## config.mk

```make
export PLATFORM = sky130hd
export DESIGN_NAME = irrigation_phase_timer
export DESIGN_NICKNAME = d
export VERILOG_FILES = /design/src/rtl/irrigation_phase_timer.sv
export SDC_FILE = /design/constraint.sdc
export NUM_CORES = 1
export LEC_CHECK = 0
export ABC_AREA = 1
export BUFFER_PORTS_ARGS = -buffer_cell sky130_fd_sc_hd__buf_2
export CORE_MARGIN = 5
export CORE_UTILIZATION = 60
export DETAILED_ROUTE_END_ITERATION = 8
export GPL_TIMING_DRIVEN = 0
export PLACE_DENSITY_LB_ADDON = 0.1
export SYNTH_ARGS = -nofsm -noshare
export SYNTH_HDL_FRONTEND = slang
export SYNTH_SLANG_ARGS = --single-unit
```

## constraint.sdc

```tcl
create_clock -name clock -period 2.1 [get_ports clock]
set_clock_uncertainty 0.1 [all_clocks]
set_input_delay 0.21 -clock clock [delete_from_list [all_inputs] [get_ports clock]]
set_output_delay 0.21 -clock clock [all_outputs]
set_load 0.05 [all_outputs]
```

## src/rtl/irrigation_phase_timer.sv

```systemverilog
// Per-phase countdown for the irrigation controller.
// Counts prescaled ticks and pulses time_over when a phase expires.
module irrigation_phase_timer #(
  parameter int TICK_DIV      = 50000000,
  parameter int CNT_W         = 8,
  parameter int DUR_FILL      = 30,
  parameter int DUR_SPRINKLER = 60,
  parameter int DUR_DRIP      = 120,
  parameter int DUR_CLEAN     = 20
) (
  input  logic             clock,
  input  logic             reset_n,
  input  logic             enable,
  input  logic [1:0]       state,
  output logic             time_over,
  output logic [CNT_W-1:0] remaining,
  output logic             tick,
  output logic             busy
);

  localparam int PW = (TICK_DIV > 1) ? $clog2(TICK_DIV) : 1;
  localparam logic [PW-1:0] P_MAX = PW'(TICK_DIV - 1);
  localparam logic [CNT_W-1:0] ONE = CNT_W'(1);

  // Truncate first, then lift zero to one so a phase never starts expired.
  localparam logic [CNT_W-1:0] T_FILL = CNT_W'(DUR_FILL);
  localparam logic [CNT_W-1:0] T_SPRK = CNT_W'(DUR_SPRINKLER);
  localparam logic [CNT_W-1:0] T_DRIP = CNT_W'(DUR_DRIP);
  localparam logic [CNT_W-1:0] T_CLN  = CNT_W'(DUR_CLEAN);
  localparam logic [CNT_W-1:0] D_FILL = (T_FILL == '0) ? ONE : T_FILL;
  localparam logic [CNT_W-1:0] D_SPRK = (T_SPRK == '0) ? ONE : T_SPRK;
  localparam logic [CNT_W-1:0] D_DRIP = (T_DRIP == '0) ? ONE : T_DRIP;
  localparam logic [CNT_W-1:0] D_CLN  = (T_CLN == '0) ? ONE : T_CLN;

  function automatic logic [CNT_W-1:0] dur(input logic [1:0] s);
    case (s)
      2'b00:   dur = D_FILL;
      2'b01:   dur = D_SPRK;
      2'b10:   dur = D_DRIP;
      default: dur = D_CLN;
    endcase
  endfunction

  logic [PW-1:0]    presc_q, presc_d;
  logic [1:0]       state_q, state_d;
  logic [CNT_W-1:0] rem_q, rem_d;
  logic             tover_q, tover_d;
  logic             tick_q, tick_d;

  always_comb begin
    presc_d = presc_q;
    state_d = state_q;
    rem_d   = rem_q;
    tover_d = 1'b0;
    tick_d  = 1'b0;
    // Reload after expiry even when the phase is unchanged.
    if (tover_q || (state != state_q)) begin
      rem_d   = dur(state);
      state_d = state;
      presc_d = '0;
    end else if (enable) begin
      if (presc_q == P_MAX) begin
        presc_d = '0;
        tick_d  = 1'b1;
        if (rem_q == ONE) begin
          rem_d   = '0;
          tover_d = 1'b1;
        end else if (rem_q != '0) begin
          rem_d = rem_q - ONE;
        end
      end else begin
        presc_d = presc_q + PW'(1);
      end
    end
  end

  always_ff @(posedge clock) begin
    if (!reset_n) begin
      presc_q <= '0;
      state_q <= 2'b00;
      rem_q   <= D_FILL;
      tover_q <= 1'b0;
      tick_q  <= 1'b0;
    end else begin
      presc_q <= presc_d;
      state_q <= state_d;
      rem_q   <= rem_d;
      tover_q <= tover_d;
      tick_q  <= tick_d;
    end
  end

  assign time_over = tover_q;
  assign remaining = rem_q;
  assign tick      = tick_q;
  assign busy      = (rem_q != '0);

endmodule

```

==> flow_summary.json <==
{
  "status": "finished clean",
  "power_density_nw_per_um2": 634.2,
  "overflow": 0,
  "die_w_um": 73.66,
  "maxSlewViolCount": 0,
  "drc_errors": 0,
  "postCtsSetupBuffers": 0,
  "max_stage_delay_ns": 0.38,
  "setup_slack_ns": 0.3232,
  "cp-end-kind": "register",
  "vdd_drop_max_mv": 0.4153,
  "yosys.area.top_type": "dfxtp_1",
  "whs_ns": 0.08108,
  "syn_nets": 387,
  "syn_avg_cell_area_sq_um": 6.500,
  "hold_viol": 0,
  "routed_wl_um": 5597,
  "synth_top_family_by_area": "simple AND/OR/NAND/NOR gates",
  "grt_max_degree": 14,
  "maxCapViolCount": 0,
  "clk_latency_ns": 0.29,
  "cts_num_sinks": 38,
  "antenna-diode-count": 0,
  "via_count": 2343,
  "crit_type": "reg2reg",
  "coreArea_sq_um": 3971,
  "fin_crit_sh": 0.8461,
  "gp_congestion": 0.8827,
  "leakagePower_uw": 0.001159,
  "synthMuxAreaShare": 0,
  "finalCriticalPeriod_ns": 1.777,
  "synth_edf_count": 0,
  "crit_chain": "ha_1 > inv_1 > nor2_1 > nand2_1 > nor2_2 > nand2_1 > nor2_2 > nand3_1 > nand2_2 > nor2_1",
  "firstDrtPassIters": 7,
  "cp-start-kind": "register",
  "nets": 408,
  "synthXorXnorAreaFrac": 0.02882,
  "synth.cell_area_sq_um": 2431,
  "yosys_register_bits": 38,
  "routedWlPerCell_um": 12.55,
  "cp_slowest_cell": "dfxtp_1",
  "first_iter_violations": 163,
  "synth_top_area_frac": 0.3129,
  "grt_pass1_vias": 2233,
  "tns_ns": 0,
  "synth_most_common_cell": "nand2_1",
  "worstMarginPinSlew_ns": 0.3605,
  "yosys_warnings": 0,
  "cts_hold_buf": 0,
  "maxSlewHeadroom": 0.7578,
  "cts_buffers": 5,
  "die_y_um": 73.66,
  "fmax_mhz": 562.8,
  "drive_gt1_frac": 0.1641,
  "initial_core_util": 0.6122,
  "place_ws_ns": 0.3782,
  "htree_levels": 2,
  "synth-adder-area-share": 0.04117,
  "fillers": 377,
  "async_reset_ff_frac": 0,
  "synth-compound-area-share": 0.04632,
  "synthSimpleGateAreaFrac": 0.4647,
  "cts_tree": "built",
  "vias_per_cell": 5.253,
  "synthDistinctLibCells": 32,
  "rows": 23,
  "clkSlewWorstSetupHoldPaths_ns": 0.08,
  "ios": 16,
  "worstPathRequired_ns": 2.19,
  "hold_class": "in2reg",
  "grt_pass1_wl_um": 9432,
  "synthTopCellsByArea": "dfxtp_1 (31%), nand2_1 (13%), nor2_1 (11%)",
  "antenna_found_initial": 0,
  "synth_ff_type": "dfxtp_1",
  "root_buffer": "clkbuf_8",
  "synth_common_cells": "nand2_1 (82), nor2_1 (72), inv_1 (53)",
  "rsz0062_at_grt": "false",
  "die_area_sq_um": 5425,
  "grt.total_usage": 0.2201,
  "area_delta_synth_final_pct": 11.12,
  "critPathMaxFanout": 4,
  "ctsResizeCount": 0,
  "cts_max_path_buffers": 2,
  "cp.arrival_ns": 1.87,
  "numPortBuffers": 14,
  "detail-route-antenna-nets": 0,
  "setup_viol": 0,
  "dpl.hpwl_um": 4187,
  "ys_seq_area_frac": 0.3129,
  "syn_inst": 374
}
area by class of cell:
cell class	instances	area (sq um)	share of cell area
Timing Repair Buffer	14	70.07	0.02594
Clock buffer	5	68.82	0.02547
Sequential cell	38	760.7	0.2816
Clock inverter	3	68.82	0.02547
Tap cell	50	62.56	0.02316
Inverter	58	222.7	0.08245
Multi-Input combinational cell	274	1413	0.5229
Buffer	4	35.03	0.01297
per-layer routing:
metal | track usage | up-vias | wire, um
met1 | 0.2550 | 1064 | 2486
met5 | 0 | - | 0
met2 | 0.3996 | 54 | 2751
met4 | 0.08249 | 0 | 164
met3 | 0.03694 | 16 | 194
li1 | - | 1209 | -
power by group:
group	internal [uW]	switching [uW]	leakage, uW
Sequential	734	18.4	0.000308
Clock	476	283	0.0000683
Combinational	60.7	140	0.000783
Total	1270	442	0.00116
worst max-delay path: cells and delay by family, from the launching register on:
family	cells	cell delay, ns
adder cells (fa/ha/maj)	1	0.21
buffers and inverters	1	0.05
flip-flops	1	0.38
AND/OR/NAND/NOR	8	0.93
cells by family after synthesis:
family,Yosys count
AND/OR/NAND/NOR,238
buffers and inverters,62
flip-flops,38
AO/OA/AOI/OAI,20
XOR/XNOR,8
adder cells (fa/ha/maj),8
sequential cells by signal, summed over array words and instances (netlist names):
name       flops
presc_q       26
remaining      8
state_q        2
tick           1
time_over      1
through the flow:
stage | total power [uW] | instance area [sq um] | util | instances
2_1_floorplan | 921.0 | 2431 | - | 374
3_3_place_gp | 966.4 | 2564 | 0.6456 | 438
3_5_place_dp | 970.0 | 2564 | 0.6456 | 438
4_1_cts | 1727 | 2701 | 0.6802 | 446
5_1_grt | 1778 | 2701 | 0.6802 | 446
6_report | 1713 | 2701 | 0.6802 | 446
worst paths after layout:
check,startpoint,to,slack (ns),cells past startpoint
hold reg to reg,presc_q[1]$_SDFFE_PP0P_,presc_q[1]$_SDFFE_PP0P_,0.42,2
setup / recovery,presc_q[0]$_SDFFE_PP0P_,presc_q[18]$_SDFFE_PP0P_,0.32,10
hold / removal,state[1],state_q[1]$_SDFFE_PN0P_,0.08,3
setup reg to reg,presc_q[0]$_SDFFE_PP0P_,presc_q[18]$_SDFFE_PP0P_,0.32,10
layout by cell type (no fill, tap or decap), types with 10 or more instances in the layout:
cell type / n
nand2_1: 82
nor2_1: 72
inv_1: 53
dfxtp_1: 38
nand3_1: 29
buf_2: 17
nand2_2: 13
a21oi_1: 10
(Power assumes the default switching activity.)
